===== src/rtl/spi_slave.sv =====
// -----------------------------------------------------------------------------
// spi_slave
//
// SPI mode-0 responder (CPOL=0, CPHA=0, MSB first) running entirely in the
// sys_clk domain. SPI pins are oversampled through 2-flop synchronizers. A
// third spi_clk flop produces one-cycle rise/fall strobes, and a third spi_csn
// flop produces the frame-start edge.
//
// Ports
//   sys_clk       system clock
//   sys_rst_n     asynchronous active-low reset
//   spi_csn       chip select from master, active low (asynchronous)
//   spi_clk       SPI clock from master (asynchronous)
//   spi_mosi      master-to-slave data (asynchronous)
//   spi_miso      slave-to-master data, registered, 0 while not ACTIVE
//   tx_data       next word to return to the master
//   tx_valid      tx_data offered
//   tx_ready      single-entry holding register is empty
//   rx_data       last complete received word, held until the next one
//   rx_valid      one-cycle pulse when rx_data is updated
//   frame_active  FSM state: high while ACTIVE (debug view of the FSM)
//   byte_cnt      words completed in the current frame, saturates at 255
//   tx_underrun   one-cycle pulse when DUMMY is loaded at a word boundary
//   frame_error   one-cycle pulse when CSN rises mid-word
//
// Handshake: a word moves from tx_data into the holding register on every
// sys_clk edge where tx_valid && tx_ready. tx_valid may be held high while
// tx_ready is low, and tx_data must stay stable until that transfer happens.
// tx_ready is purely ~full, so it never drops in the cycle of a consume.
// -----------------------------------------------------------------------------
module spi_slave #(
  parameter int                DATA_W = 8,
  parameter logic [DATA_W-1:0] DUMMY  = 8'hFF
) (
  input  logic              sys_clk,
  input  logic              sys_rst_n,
  input  logic              spi_csn,
  input  logic              spi_clk,
  input  logic              spi_mosi,
  output logic              spi_miso,
  input  logic [DATA_W-1:0] tx_data,
  input  logic              tx_valid,
  output logic              tx_ready,
  output logic [DATA_W-1:0] rx_data,
  output logic              rx_valid,
  output logic              frame_active,
  output logic [7:0]        byte_cnt,
  output logic              tx_underrun,
  output logic              frame_error
);

  localparam int                CNT_W    = $clog2(DATA_W);
  localparam logic [CNT_W-1:0] LAST_BIT = CNT_W'(DATA_W - 1);

  typedef enum logic {
    IDLE   = 1'b0,
    ACTIVE = 1'b1
  } state_t;

  state_t state;

  // Synchronizer stages.
  logic csn_s1, csn_s2, csn_s3;
  logic clk_s1, clk_s2, clk_s3;
  logic mosi_s1, mosi_s2;

  // Datapath.
  logic [CNT_W-1:0]  bit_cnt;
  logic [DATA_W-2:0] rx_sr;
  logic [DATA_W-1:0] tx_sr;
  logic [DATA_W-1:0] hold_data;
  logic              hold_full;

  logic              rise;
  logic              fall;
  logic              csn_fall;
  logic              hold_wr;
  logic [DATA_W-1:0] rx_word;

  // The CSN chain resets low. A CSN that is already low when reset is
  // released therefore shows no falling edge, and no frame starts until CSN
  // has been seen high and then low again.
  always_ff @(posedge sys_clk or negedge sys_rst_n) begin
    if (!sys_rst_n) begin
      csn_s1  <= 1'b0;
      csn_s2  <= 1'b0;
      csn_s3  <= 1'b0;
      clk_s1  <= 1'b0;
      clk_s2  <= 1'b0;
      clk_s3  <= 1'b0;
      mosi_s1 <= 1'b0;
      mosi_s2 <= 1'b0;
    end else begin
      csn_s1  <= spi_csn;
      csn_s2  <= csn_s1;
      csn_s3  <= csn_s2;
      clk_s1  <= spi_clk;
      clk_s2  <= clk_s1;
      clk_s3  <= clk_s2;
      mosi_s1 <= spi_mosi;
      mosi_s2 <= mosi_s1;
    end
  end

  assign rise     = clk_s2 & ~clk_s3;
  assign fall     = ~clk_s2 & clk_s3;
  assign csn_fall = csn_s3 & ~csn_s2;

  assign tx_ready     = ~hold_full;
  assign hold_wr      = tx_valid & tx_ready;
  assign frame_active = (state == ACTIVE);
  assign rx_word      = {rx_sr, mosi_s2};

  always_ff @(posedge sys_clk or negedge sys_rst_n) begin
    if (!sys_rst_n) begin
      state       <= IDLE;
      bit_cnt     <= '0;
      byte_cnt    <= 8'd0;
      rx_sr       <= '0;
      tx_sr       <= '0;
      hold_data   <= '0;
      hold_full   <= 1'b0;
      rx_data     <= '0;
      rx_valid    <= 1'b0;
      tx_underrun <= 1'b0;
      frame_error <= 1'b0;
      spi_miso    <= 1'b0;
    end else begin
      rx_valid    <= 1'b0;
      tx_underrun <= 1'b0;
      frame_error <= 1'b0;
      spi_miso    <= (state == ACTIVE) ? tx_sr[DATA_W-1] : 1'b0;

      // A write only happens while empty and a consume only while full,
      // so the two never compete for hold_full.
      if (hold_wr) begin
        hold_data <= tx_data;
        hold_full <= 1'b1;
      end

      case (state)
        IDLE: begin
          if (csn_fall) begin
            state    <= ACTIVE;
            bit_cnt  <= '0;
            byte_cnt <= 8'd0;
            // The first word of a frame never reports an underrun.
            if (hold_full) begin
              tx_sr     <= hold_data;
              hold_full <= 1'b0;
            end else begin
              tx_sr <= DUMMY;
            end
          end
        end

        ACTIVE: begin
          if (csn_s2) begin
            // CSN high wins over any clock edge in the same cycle. A partial
            // word is dropped, and the holding register keeps its contents.
            state <= IDLE;
            if (bit_cnt != '0) frame_error <= 1'b1;
          end else if (rise) begin
            rx_sr <= rx_word[DATA_W-2:0];
            if (bit_cnt == LAST_BIT) begin
              rx_data  <= rx_word;
              rx_valid <= 1'b1;
              bit_cnt  <= '0;
              if (byte_cnt != 8'hFF) byte_cnt <= byte_cnt + 8'd1;
            end else begin
              bit_cnt <= bit_cnt + 1'b1;
            end
          end else if (fall) begin
            if (bit_cnt != '0) begin
              tx_sr <= {tx_sr[DATA_W-2:0], 1'b0};
            end else if (byte_cnt != 8'd0) begin
              // This is the word boundary after at least one completed word.
              // byte_cnt saturates rather than wrapping, so a non-zero value
              // reliably means a word has been completed. A fall seen before
              // the first rise of the frame is ignored.
              if (hold_full) begin
                tx_sr     <= hold_data;
                hold_full <= 1'b0;
              end else begin
                tx_sr       <= DUMMY;
                tx_underrun <= 1'b1;
              end
            end
          end
        end

        default: state <= IDLE;
      endcase
    end
  end

endmodule


===== config.mk =====
export PLATFORM = sky130hd
export DESIGN_NAME = spi_slave
export DESIGN_NICKNAME = d
export VERILOG_FILES = /design/src/rtl/spi_slave.sv
export SDC_FILE = /design/constraint.sdc
export NUM_CORES = 1
export LEC_CHECK = 0
export BUFFER_PORTS_ARGS = -buffer_cell sky130_fd_sc_hd__buf_2
export CAP_MARGIN = 20
export CORE_UTILIZATION = 56
export DETAILED_ROUTE_END_ITERATION = 8
export PLACE_DENSITY = 0.79
export RECOVER_POWER = 50
export SLEW_MARGIN = 20
export SYNTH_ARGS = -nofsm -noshare
export SYNTH_HDL_FRONTEND = slang
export SYNTH_SLANG_ARGS = --single-unit

===== constraint.sdc =====
create_clock -name sys_clk -period 2 [get_ports sys_clk]
set_input_delay 0.2 -clock sys_clk [delete_from_list [all_inputs] [get_ports sys_clk]]
set_output_delay 0.2 -clock sys_clk [all_outputs]
set_load 0.1 [all_outputs]

# Word-level counts from Yosys, hierarchy flattened
# Index checks and enable logic that the tools add are counted.
[word_totals]
regBits = 56
in_bits = 14
output_inout_bits = 22
word_cells = 94
[op_classes]
n_addsub = 2
n_eq_ne = 10
mux = 46
bitwise = 9
n_reduce_logical = 7
[op_table]
columns = ["operator", "count"]
rows = [
  ["8-bit two-way mux", 12],
  ["8-bit case mux with 2 select lines", 2],
  ["1-bit two-way mux", 25],
  ["3-bit two-way mux", 4],
  ["5-bit AND reduction", 2],
  ["8-bit by 1-bit adder with 8-bit output, second input constant", 1],
  ["2-bit by 1-bit != test with 1-bit output, second input constant", 4],
  ["8-bit != test, second input constant", 1],
  ["8-bit nonzero test", 1],
  ["2-bit != test, second input constant", 3],
  ["3-bit case mux with 2 select lines", 1],
  ["3-bit AND reduction", 2],
  ["1-bit inverter", 5],
  ["1-bit AND", 4],
  ["1-bit case mux with 2 select lines", 2],
  ["4-bit AND reduction", 1],
  ["3-bit by 1-bit adder with 3-bit output, second input constant", 1],
  ["3-bit == test, second input constant", 1],
  ["3-bit by 1-bit != test with 1-bit output, second input constant", 1],
  ["3-bit nonzero test", 1],
]

# Longest topological paths before layout
# Gate-level depths: netlist (run 1).
[depth]
depth_word = 10
ltp_mapped = 7
ltp_nobuf = 6

# Worst setup path before layout (run 1)
# OpenSTA, ideal clock, no wires.
[synth_path]
kind = "reg2reg"
start = "reg byte_cnt[0]"
end = "reg byte_cnt[6]"
setup_time_ns = 0.122
t_arrival_ns = 2.209
t_required_ns = 1.878
slack_ns = -0.331
stages_incl_launch_ff = 6
n_path_buf = 0
synth_period_minus_slack_ns = 2.331
path_cell_list = "dfrtp_1 -> ha_1 -> nand3_1 -> nor2_1 -> mux2_2 -> a32o_1"
[synth_between]
elab_chain_cells = 6
elab_cells_between_ends = 9
cone_classes = "add/sub: 1; eq/ne: 2; mux: 5; reduce/logical: 1"
[synth_rtl]
columns = ["item", "line", "rtl"]
rows = [
  ["start, declared", "47", "output logic [7:0] byte_cnt,"],
  ["start signal, assigned", "169", "if (byte_cnt != 8'hFF) byte_cnt <= byte_cnt + 8'd1;"],
  ["8-bit by 1-bit adder with 8-bit output", "169", ""],
  ["8-bit two-way mux", "169", ""],
  ["8-bit two-way mux", "165", "if (bit_cnt == LAST_BIT) begin"],
  ["8-bit two-way mux", "163", "end else if (rise) begin"],
  ["8-bit two-way mux", "158", "if (csn_s2) begin"],
  ["8-bit case mux with 2 select lines", "141", "case (state)"],
]
# Several ways; a longest one is shown, not always the timed one. The select of a mux whose other input is x is not followed.
# A chain may end at the register's enable or synchronous reset.

# Worst setup path in the final report (run 1)
[layout_path]
start = "reg byte_cnt[0]"
end = "reg tx_sr[1]"
[layout_between]
elab_chain_cells = 3
[layout_rtl]
columns = ["item", "line", "rtl"]
rows = [
  ["8-bit nonzero test", "176", "end else if (byte_cnt != 8'd0) begin"],
  ["3-bit by 1-bit != test with 1-bit output (no line)", "n/a", ""],
  ["5-bit AND reduction (no line)", "n/a", ""],
  ["end signal, assigned", "149", "tx_sr <= hold_data;"],
  ["end signal, assigned", "175", "tx_sr <= {tx_sr[DATA_W-2:0], 1'b0};"],
  ["end signal, assigned", "182", "tx_sr <= hold_data;"],
  ["end, declared", "70", "logic [DATA_W-1:0] tx_sr;"],
]
# No other way between the ends.

==> metrics.log, run 1 <==
INFO  metric hpwl_after_detailed_placement = 3.18 mm
INFO  metric synthMostInstantiatedCell = sky130_fd_sc_hd__dfrtp_1
INFO  metric maxCapViolations = 0
INFO  metric number_of_global_route_vias_before_repair = 1597
INFO  metric timing.clock.skew = slightly above 0.007 ns
INFO  metric clk_latency = 0.30 ns
INFO  metric grt_start_max_net_pins = 23
INFO  metric syn-mean-instance-area = 13.2 um2
INFO  metric post_dp_cell_area = about 2700 um2
INFO  metric diodes = 0
INFO  metric cts_tree = done
INFO  metric place_ws = roughly 0.18 ns
INFO  metric detailroute.via_count = 1553
INFO  metric port_buffers = 35
INFO  metric wire_length_per_cell_after_detailed_routing = 15.1 um
INFO  metric max-slew-margin-rel = 36.9%
INFO  metric area_share_of_the_leading_cell_type_in_the_synthesized_netlist = 59.2%
INFO  metric cellLeakagePower = 1.40 nW
INFO  metric yosysWarningCount = 0
INFO  metric post_synth_instance_area = 2370 um2
INFO  metric cpLargestDelayFamily = flip-flops
INFO  metric final_net_count = between 200 and 250
INFO  metric slowest_delay = 0.45 ns
INFO  metric fin_ws = 0.168 ns
INFO  metric synthesis.instances = 179
INFO  metric yosysSeqAreaShare = 59.2%
INFO  metric track_usage = 22.0%
INFO  metric syn_nets = 198
INFO  metric worst_ep_required_time = around 2.2 ns
INFO  metric fp.dieArea = 4490 um2
INFO  metric grt_antenna_before_repair = 0
INFO  metric postCtsResizedCells = 0
INFO  metric report.power.total = 2.74 mW
INFO  metric synth_flop_cell = sky130_fd_sc_hd__dfrtp_1
INFO  metric num_io_pins = 36
INFO  metric gpl.final_weighted_congestion = 0.812
INFO  metric stdcell_area = 2800 um2
INFO  metric synth_enable_flop_cells = 0
INFO  metric finalWorstPathRequiredPeriod = between 1.5 and 2 ns
INFO  metric totalNegativeSetupSlack = 0 ns
INFO  metric synth-seq-cells = 56
INFO  metric floorplan.rows = 23
INFO  metric crit_fanout = 7
INFO  metric cell_at_the_slowest_stage_of_the_critical_path = sky130_fd_sc_hd__dfrtp_2
INFO  metric detail_route.wirelength = 4.21 mm
INFO  metric cp_cell_sequence = inv_1, ha_1, nor4b_1, nand2_1, o211ai_4, mux2_2
INFO  metric worst_pin_slew = 0.947 ns
INFO  metric slew_viol_final = 0
INFO  metric timing_worst_setup_path_type = reg2reg
INFO  metric fp.dieH = 67.0 um
INFO  metric critical_path_buf_inv_count = 1
INFO  metric worstHoldPathType = in2reg
INFO  metric design.core.area = 4030 um2
INFO  metric path_clk_slew = 0.10 ns
INFO  metric effective_utilization_at_floorplan = 58.8%
INFO  metric drtPass1Iterations = 4
INFO  metric synth.top_cells.by_count = 56 x sky130_fd_sc_hd__dfrtp_1, 32 x sky130_fd_sc_hd__mux2_2, 12 x sky130_fd_sc_hd__inv_1
INFO  metric asyncSetResetFlopFracSynth = 100%
INFO  metric final_standard_cell_count_with_taps_included_and_fillers_excluded = 279
INFO  metric worstSetupEndpointType = register
INFO  metric globalRoute.totalOverflow = 0
INFO  metric timing.fmax = about 0.55 GHz
INFO  metric number_of_setup_buffers_added_after_cts = 0
INFO  metric timing.critical_path.arrival = 2.02 ns
INFO  metric post_drt_via_cell_ratio = 5.57
INFO  metric yosysTopAreaCell = sky130_fd_sc_hd__dfrtp_1
INFO  metric cts-buffers-inserted = 5
INFO  metric drtIter0Drc = 94
INFO  metric cp-start-kind = register
INFO  metric outcome = complete, no violations
INFO  metric ctsHtreeMaxLevel = 2
INFO  metric layout_cell_share_with_drive_strength_beyond_1 = 39.7%
INFO  metric timing.final.setup_violations = 0
INFO  metric ctsLongestPathBuffers = 2
INFO  metric cts_root_buf = sky130_fd_sc_hd__clkbuf_8
INFO  metric die_width = 67.0 um
INFO  metric dp.cells = 267
INFO  metric grt_setup_unrepaired = no
INFO  metric synth.top_cells.by_area = sky130_fd_sc_hd__dfrtp_1 59%, sky130_fd_sc_hd__mux2_2 15%, sky130_fd_sc_hd__mux2i_1 3.4%, sky130_fd_sc_hd__ha_1 2.6%, sky130_fd_sc_hd__inv_1 1.9%
INFO  metric remaining_drc_errors = 0
INFO  metric route.antenna.remaining_nets = 0
INFO  metric final_hold_viol_count = 0
INFO  metric grt_pass1_wl = 7.21 mm
INFO  metric min_period_over_period = 91.6%
INFO  metric numClockSinks = 56
INFO  metric area_delta_synth_final = 18.1%
INFO  metric cellPowerDensity = roughly 1000 nW/um2
INFO  metric worst_vdd_ir = 0.000896 V
INFO  metric yosys.cell_types.count = 34
[logic make-up after synthesis]
group / share of synthesized area, %
flip-flops: 59.2
AND/OR/NAND/NOR: 9.57
multiplexers: 18.6
AO/OA/AOI/OAI: 6.71
buffers and inverters: 2.91
adder cells (fa/ha/maj): 2.64
XOR/XNOR: 0.370
[cells in the final DEF (no fill, tap or decap), drive strengths merged, types with 3 or more instances in the layout]
master and count:
nand2 7, nand2b 6, ha 5, buf 39
inv 12, clkbuf 8, nor2 10, nand3 5
o21ai 4, dfrtp 56, o31ai 3, dlygate4sd3 4
mux2i 8, mux2 32, o211ai 3
[timing repair]
item	in CTS	in global routing
endpoints found under the hold margin	19	0
hold buffers	4	0
endpoints found under the setup margin	0	6
[layer usage]
| metal | up-vias | track usage [%] | share of wire (%) |
|---|---|---|---|
| li1 | 728 | - | - |
| met1 | 781 | 27.8 | 44 |
| met2 | 37 | 36.9 | 52 |
| met3 | 7 | 4.11 | 3.3 |
| met4 | 0 | 8.78 | 1.5 |
| met5 | - | 0 | 0 |
[report_power, final]
| group | switching (mW) | internal, mW | leakage (nW) |
|---|---|---|---|
| combinational | 0.298 | 0.267 | 0.649 |
| sequential | 0.122 | 1.34 | 0.696 |
| clock | 0.345 | 0.370 | 0.0541 |
| total | 0.765 | 1.97 | 1.40 |
[path summary, 6_finish.rpt]
path / endpoint / depth (start not counted) / slack (ns) / from
hold reg to reg: clk_s2 / 0 / 0.36 / clk_s1
hold / removal: hold_data[5] / 2 / 0.12 / tx_data[5]
setup / recovery: tx_sr[1] / 6 / 0.17 / byte_cnt[0]
min in group asynchronous: byte_cnt[2] / 2 / 0.54 / sys_rst_n
setup reg to reg: tx_sr[1] / 6 / 0.17 / byte_cnt[0]
max in group asynchronous: byte_cnt[0] / 3 / 0.37 / sys_rst_n
[worst register-to-register path: stages (launching register included)]
cell and delay (ns):
sky130_fd_sc_hd__dfrtp_2 0.45, sky130_fd_sc_hd__inv_1 0.07, sky130_fd_sc_hd__ha_1 0.13, sky130_fd_sc_hd__nor4b_1 0.22
sky130_fd_sc_hd__nand2_1 0.15, sky130_fd_sc_hd__o211ai_4 0.32, sky130_fd_sc_hd__mux2_2 0.38
[layout make-up]
| class | count | area (um2) |
|---|---|---|
| multi-input cells | 107 | 906 |
| fillers | 298 | 1230 |
| flip-flops and latches | 56 | 1410 |
| repair buffers | 46 | 262 |
| well taps | 50 | 62.6 |
| inverters | 12 | 45.0 |
| clock buffers | 5 | 68.8 |
| clock inverters | 3 | 42.5 |
[through the flow]
stage                     util [%]  hold WS (ns)
final                         69.4         0.124
after global routing          69.4         0.116
after CTS                     69.6         0.110
after detailed placement      65.8         0.150
after global placement        65.8         0.142
after floorplan                  -       -0.0956
[sequential cells by signal, summed over array words and instances, names as in the netlist, 3 cells and up]
register   flops
tx_sr          8
rx_sr          7
rx_data        8
byte_cnt       8
hold_data      8
bit_cnt        3
Power figures use the tool's default switching activity.
==> run 2, diff against run 1 <==
--- a/config.mk
+++ b/config.mk
@@ -7,6 +7,7 @@
 export LEC_CHECK = 0
 export BUFFER_PORTS_ARGS = -buffer_cell sky130_fd_sc_hd__buf_2
 export CAP_MARGIN = 20
+export CORE_ASPECT_RATIO = 1.2
 export CORE_UTILIZATION = 56
 export DETAILED_ROUTE_END_ITERATION = 8
 export PLACE_DENSITY = 0.79
==> run 2 against run 1 <==
  * Clock skew increased by 0.0020 ns
  * Cell count increased by 2.2%
  * Clock power decreased by 11%
  * Sequential power about the same
  * Via count decreased by 1.0%
  * Sequential share of layout area decreased by 0.090 points
  * Core utilization increased by 0.56 points
  * Largest power group unchanged
  * Highest routed layer unchanged
==> metrics.log, run 2 (synthesis gave the netlist of run 1 again) <==
INFO  metric path_clk_slew = 0.11 ns
INFO  metric drtPass1Iterations = 4
INFO  metric floorplan.rows = 25
INFO  metric finalWorstPathRequiredPeriod = 1.84 ns
INFO  metric area_delta_synth_final = 18.3%
INFO  metric cellLeakagePower = 1.40 nW
INFO  metric regToRegEndpoint = tx_sr[7]
INFO  metric wire_length_per_cell_after_detailed_routing = 14.3 um
INFO  metric final_util = 70.0%
INFO  metric track_usage = 19.9%
INFO  metric slowest_delay = 0.45 ns
INFO  metric route.antenna.remaining_nets = 0
INFO  metric worst_ep_required_time = 2.20 ns
INFO  metric worst_vdd_ir = 0.000682 V
INFO  metric max-slew-margin-rel = 30.1%
INFO  metric num_io_pins = 36
INFO  metric cpLargestDelayFamily = flip-flops
INFO  metric timing_worst_setup_path_type = reg2reg
INFO  metric power_switching = 0.786 mW
INFO  metric met3RoutedLength = 135 um
INFO  metric mostFrequentLayoutCell = sky130_fd_sc_hd__dfrtp_1
INFO  metric cp_cell_sequence = inv_1, ha_1, nor4b_1, nand2_1, o211ai_4, mux2_2
INFO  metric cell_at_the_slowest_stage_of_the_critical_path = sky130_fd_sc_hd__dfrtp_2
INFO  metric numClockSinks = 56
INFO  metric port_buffers = 35
INFO  metric totalNegativeSetupSlack = 0 ns
INFO  metric postCtsResizedCells = 0
INFO  metric detail_route.wirelength = 4.07 mm
INFO  metric hpwl_after_detailed_placement = 3.05 mm
INFO  metric min_period_over_period = 92.1%
INFO  metric crit_fanout = 8
INFO  metric r2r-start = byte_cnt[0]
INFO  metric effective_utilization_at_floorplan = 59.1%
INFO  metric design.core.area = 4000 um2
INFO  metric diodes = 0
INFO  metric cts-buffers-inserted = 5
INFO  metric gpl.final_weighted_congestion = 0.764
INFO  metric number_of_global_route_vias_before_repair = 1479
INFO  metric grt_antenna_before_repair = 0
INFO  metric wl_met1 = around 1.8 mm
INFO  metric hold_depth = 2
INFO  metric sequential_group_share_of_total_power = 54.9%
INFO  metric post_dp_cell_area = 2650 um2
INFO  metric critical_path_cell_count = 6
INFO  metric timing.critical_path.arrival = 2.04 ns
INFO  metric dp.cells = 270
INFO  metric r2r_setup_slack = 0.16 ns
INFO  metric stdcell_area = ~2800 um2
INFO  metric cellPowerDensity = 946 nW/um2
INFO  metric remaining_drc_errors = 0
INFO  metric timing.fmax = 0.543 GHz
INFO  metric slew_viol_final = 0
INFO  metric ctsHtreeMaxLevel = 2
INFO  metric grt_pass1_wl = 6.64 mm
INFO  metric power_frac_comb = around a fifth
INFO  metric final_net_count = 249
INFO  metric worstSetupStartpoint = byte_cnt[0]
INFO  metric detailroute.via_count = 1537
INFO  metric globalRoute.totalOverflow = 0
INFO  metric route.met2.wl = 2.15 mm
INFO  metric outcome = complete, no violations
INFO  metric critical_path_buf_inv_count = 1
INFO  metric maxCapViolations = 0
INFO  metric p_int = 1.86 mW
INFO  metric drtIter0Drc = 47
INFO  metric final_standard_cell_count_with_taps_included_and_fillers_excluded = 285
INFO  metric fp.dieArea = between 4000 and 5000 um2
INFO  metric ctsLongestPathBuffers = 2
INFO  metric clk_latency = around 0.31 ns
INFO  metric worstHoldPathType = in2reg
INFO  metric clock_power_share = 24.0%
INFO  metric cts_tree = done
INFO  metric layout_common_cells = 49 x sky130_fd_sc_hd__dfrtp_1, 34 x sky130_fd_sc_hd__buf_2, 32 x sky130_fd_sc_hd__mux2_2
INFO  metric layout_cell_share_with_drive_strength_beyond_1 = 40.3%
INFO  metric final_hold_viol_count = 0
INFO  metric die_width = 61.4 um
INFO  metric fp.dieH = 73.2 um
INFO  metric top_layer_reached_by_signal_wires = met4
INFO  metric worstSetupEndpointType = register
INFO  metric worst_pin_slew = 1.05 ns
INFO  metric cp-start-kind = register
INFO  metric report.power.total = 2.65 mW
INFO  metric grt_start_max_net_pins = 21
INFO  metric power_switching_share = 29.6%
INFO  metric timing.final.setup_violations = 0
INFO  metric reg2reg_depth = 6
INFO  metric cts_root_buf = sky130_fd_sc_hd__clkbuf_8
INFO  metric post_drt_via_cell_ratio = 5.39
INFO  metric worst_setup_path_endpoint = tx_sr[7]
INFO  metric timing.clock.skew = between 0.009 and 0.01 ns
## run 2: changes by cell type in the layout (fill, tap and decap cells not counted)
| cell | delta |
|---|---|
| sky130_fd_sc_hd__buf_4 | +2 |
| sky130_fd_sc_hd__bufinv_16 | -1 |
| sky130_fd_sc_hd__clkinv_2 | -1 |
| sky130_fd_sc_hd__clkinv_4 | +1 |
| sky130_fd_sc_hd__inv_8 | +1 |
## run 2: layout make-up
class                           count  area (um2)
Fill cell                         315        1200
Sequential cell                    56        1410
Timing Repair Buffer               48         277
Clock buffer                        5        68.8
Tap cell                           54        67.6
Multi-Input combinational cell    107         906
Clock inverter                      3        27.5
Inverter                           12        45.0
## run 2: timing repair
item	CTS	global route
hold buffers	4	0
endpoints found under the hold margin	21	0
endpoints found under the setup margin	0	5
setup buffers	0	3
## run 2: worst min-delay path by stage
stage                    start            to  slack (ns)
floorplan            sys_rst_n    bit_cnt[0]        -0.1
global placement     sys_rst_n        csn_s3        0.16
detailed placement   sys_rst_n   byte_cnt[4]        0.17
CTS                 tx_data[1]  hold_data[1]        0.12
global route        tx_data[5]  hold_data[5]        0.12
finish              tx_data[1]  hold_data[1]        0.12
## run 2: power groups by stage
stage | logic, mW | clock network [mW] | registers, mW
2_1_floorplan | 0.400 | 0 | 1.48
3_3_place_gp | 0.526 | 0 | 1.46
3_5_place_dp | 0.550 | 0 | 1.48
4_1_cts | 0.558 | 0.654 | 1.46
5_1_grt | 0.606 | 0.692 | 1.48
6_report | 0.558 | 0.637 | 1.46
## run 2: per-layer routing
layer	global-route usage (%)	vias to the layer above
met5	0	-
met4	3.70	0
met3	4.26	4
met2	34.2	36
met1	26.1	763
li1	-	734
## run 2: per-stage QoR
stage / setup slack, ns / hold WS, ns
after floorplan: 0.00273 / -0.0956
after global placement: 0.114 / 0.161
after detailed placement: 0.110 / 0.167
after CTS: 0.0828 / 0.118
after global routing: -0.00185 / 0.116
final: 0.157 / 0.118
==> run 3, diff against run 2 <==
--- a/config.mk
+++ b/config.mk
@@ -8,6 +8,7 @@
 export BUFFER_PORTS_ARGS = -buffer_cell sky130_fd_sc_hd__buf_2
 export CAP_MARGIN = 20
 export CORE_ASPECT_RATIO = 1.2
+export CORE_MARGIN = 2
 export CORE_UTILIZATION = 56
 export DETAILED_ROUTE_END_ITERATION = 8
 export PLACE_DENSITY = 0.79
==> run 3 against run 2 <==
  * Clock skew decreased by 0.0021 ns
  * Global-route usage about the same
  * Count of clock-buffer cells in the layout increased by 1
  * Power decreased by 0.57%
  * Worst hold slack improved by 0.0017 ns
  * Register-to-register slack got worse by 0.02 ns
  * Via count increased by 0.59%
  * Flip-flop and latch count unchanged
  * First-iteration DRC count increased by 83%
==> metrics.log, run 3 (synthesis gave the netlist of run 1 again) <==
INFO  metric crit_fanout = 7
INFO  metric cellLeakagePower = 1.40 nW
INFO  metric grt_pass1_wl = 7.22 mm
INFO  metric postCtsResizedCells = 0
INFO  metric detail_route.wirelength = roughly 4.2 mm
INFO  metric sequential_group_share_of_total_power = approximately 55%
INFO  metric totalNegativeSetupSlack = 0 ns
INFO  metric worst_hold_startpoint = tx_data[2]
INFO  metric r2r-start = byte_cnt[0]
INFO  metric post_drt_via_cell_ratio = 5.46
INFO  metric area_delta_synth_final = 17.7%
INFO  metric route.antenna.remaining_nets = 0
INFO  metric final_net_count = around 250
INFO  metric timing.fmax = between 0.5 and 0.6 GHz
INFO  metric detailroute.via_count = between 1500 and 2000
INFO  metric floorplan.rows = 25
INFO  metric cts_tree = done
INFO  metric worst_pin_slew = 0.693 ns
INFO  metric cts_root_buf = sky130_fd_sc_hd__clkbuf_8
INFO  metric worst_ep_required_time = 2.20 ns
INFO  metric fp.dieH = 75.2 um
INFO  metric max-slew-margin-rel = a little over half
INFO  metric slew_viol_final = 0
INFO  metric maxCapViolations = 0
INFO  metric track_usage = 19.9%
INFO  metric cellPowerDensity = ~950 nW/um2
INFO  metric gpl.final_weighted_congestion = 0.800
INFO  metric ctsHtreeMaxLevel = 2
INFO  metric globalRoute.totalOverflow = 0
INFO  metric fp.dieArea = 4770 um2
INFO  metric worstSetupEndpointType = register
INFO  metric number_of_global_route_vias_before_repair = around 1600
INFO  metric power_frac_comb = 21.4%
INFO  metric numClockSinks = 56
INFO  metric ctsLongestPathBuffers = 2
INFO  metric final_hold_viol_count = 0
INFO  metric n_fill_cell = 324
INFO  metric clk_latency = around 0.30 ns
INFO  metric min_period_over_period = 93.0%
INFO  metric layout_common_cells = 49 x sky130_fd_sc_hd__dfrtp_1, 34 x sky130_fd_sc_hd__buf_2, 32 x sky130_fd_sc_hd__mux2_2
INFO  metric diodes = 0
INFO  metric power_switching_share = 28.6%
INFO  metric outcome = complete, no violations
INFO  metric mostFrequentLayoutCell = sky130_fd_sc_hd__dfrtp_1
INFO  metric path_clk_slew = 0.09 ns
INFO  metric p_int = approximately 1.9 mW
INFO  metric clock_power_share = 23.4%
INFO  metric num_io_pins = 36
INFO  metric timing.final.setup_violations = 0
INFO  metric hpwl_after_detailed_placement = 3.15 mm
INFO  metric cp-start-kind = register
INFO  metric port_buffers = 35
INFO  metric timing.critical_path.arrival = 2.05 ns
INFO  metric grt_start_max_net_pins = 30
INFO  metric final_util = 69.6%
INFO  metric remaining_drc_errors = 0
INFO  metric timing.clock.skew = ~0.0070 ns
INFO  metric grt_antenna_before_repair = 0
INFO  metric wire_length_per_cell_after_detailed_routing = 15.0 um
INFO  metric layout_cell_share_with_drive_strength_beyond_1 = 40.2%
INFO  metric worstSetupStartpoint = byte_cnt[0]
INFO  metric worstHoldPathType = in2reg
INFO  metric die_width = roughly 63 um
INFO  metric worst_vdd_ir = 0.000823 V
INFO  metric timing_worst_setup_path_type = reg2reg
INFO  metric effective_utilization_at_floorplan = 59.1%
INFO  metric finalWorstPathRequiredPeriod = between 1.5 and 2 ns
INFO  metric cts-buffers-inserted = 5
INFO  metric design.core.area = 4000 um2
INFO  metric power_switching = 0.753 mW
INFO  metric drtIter0Drc = 86
INFO  metric grt_setup_unrepaired = no
INFO  metric drtPass1Iterations = 4
run 3: critical path, cell delays in order, from the launching register on:
cell	delay [ns]
sky130_fd_sc_hd__dfrtp_2	0.45
sky130_fd_sc_hd__inv_1	0.08
sky130_fd_sc_hd__ha_1	0.16
sky130_fd_sc_hd__nor4b_1	0.23
sky130_fd_sc_hd__nand2_1	0.15
sky130_fd_sc_hd__o211ai_4	0.31
sky130_fd_sc_hd__mux2_2	0.38
run 3: worst paths after layout:
| path | end | cells after the start | slack (ns) |
|---|---|---|---|
| setup / recovery | tx_sr[3] | 6 | 0.14 |
| hold / removal | hold_data[2] | 2 | 0.12 |
| setup reg to reg | tx_sr[3] | 6 | 0.14 |
| hold reg to reg | csn_s2 | 0 | 0.35 |
| max in group asynchronous | rx_sr[2] | 3 | 0.40 |
| min in group asynchronous | byte_cnt[4] | 2 | 0.47 |
run 3: metrics by stage:
stage | hold slack, ns | instances | power (mW) | area [um2] | setup slack [ns]
floorplan | -0.0956 | 179 | 1.88 | 2390 | 0.00273
global placement | 0.252 | 270 | 1.99 | 2660 | 0.156
detailed placement | 0.264 | 270 | 2.05 | 2660 | 0.103
CTS | 0.108 | 282 | 2.67 | 2800 | 0.0969
global route | 0.108 | 283 | 2.78 | 2790 | 0.00768
finish | 0.120 | 283 | 2.64 | 2790 | 0.141
run 3: cell type report:
class                      instances  area [um2]  share of cell area (%)
clock inverter                     2        10.0                   0.359
sequential                        56        1410                    50.6
timing repair buffer              46         265                    9.52
tap                               54        67.6                    2.42
multi-input combinational        107         906                    32.5
clock buffer                       6        82.6                    2.96
inverter                          12        45.0                    1.62
run 3: per-layer routing:
| metal | wire length, um | global-route usage (%) |
|---|---|---|
| met1 | 1750 | 22.1 |
| met2 | 2250 | 36.8 |
| met3 | 168 | 4.48 |
| met4 | 65 | 9.18 |
| met5 | 0 | 0 |
run 3: timing repair:
action,in CTS,in global routing
setup buffers,0,1
hold buffers,4,0
endpoints found under the setup margin,0,5
endpoints found under the hold margin,30,0
run 3: power by group through the flow:
stage               logic, mW  registers [mW]  clock network, mW
floorplan               0.400            1.48                  0
global placement        0.530            1.46                  0
detailed placement      0.567            1.48                  0
CTS                     0.573            1.46              0.637
global route            0.615            1.48              0.684
finish                  0.563            1.46              0.617
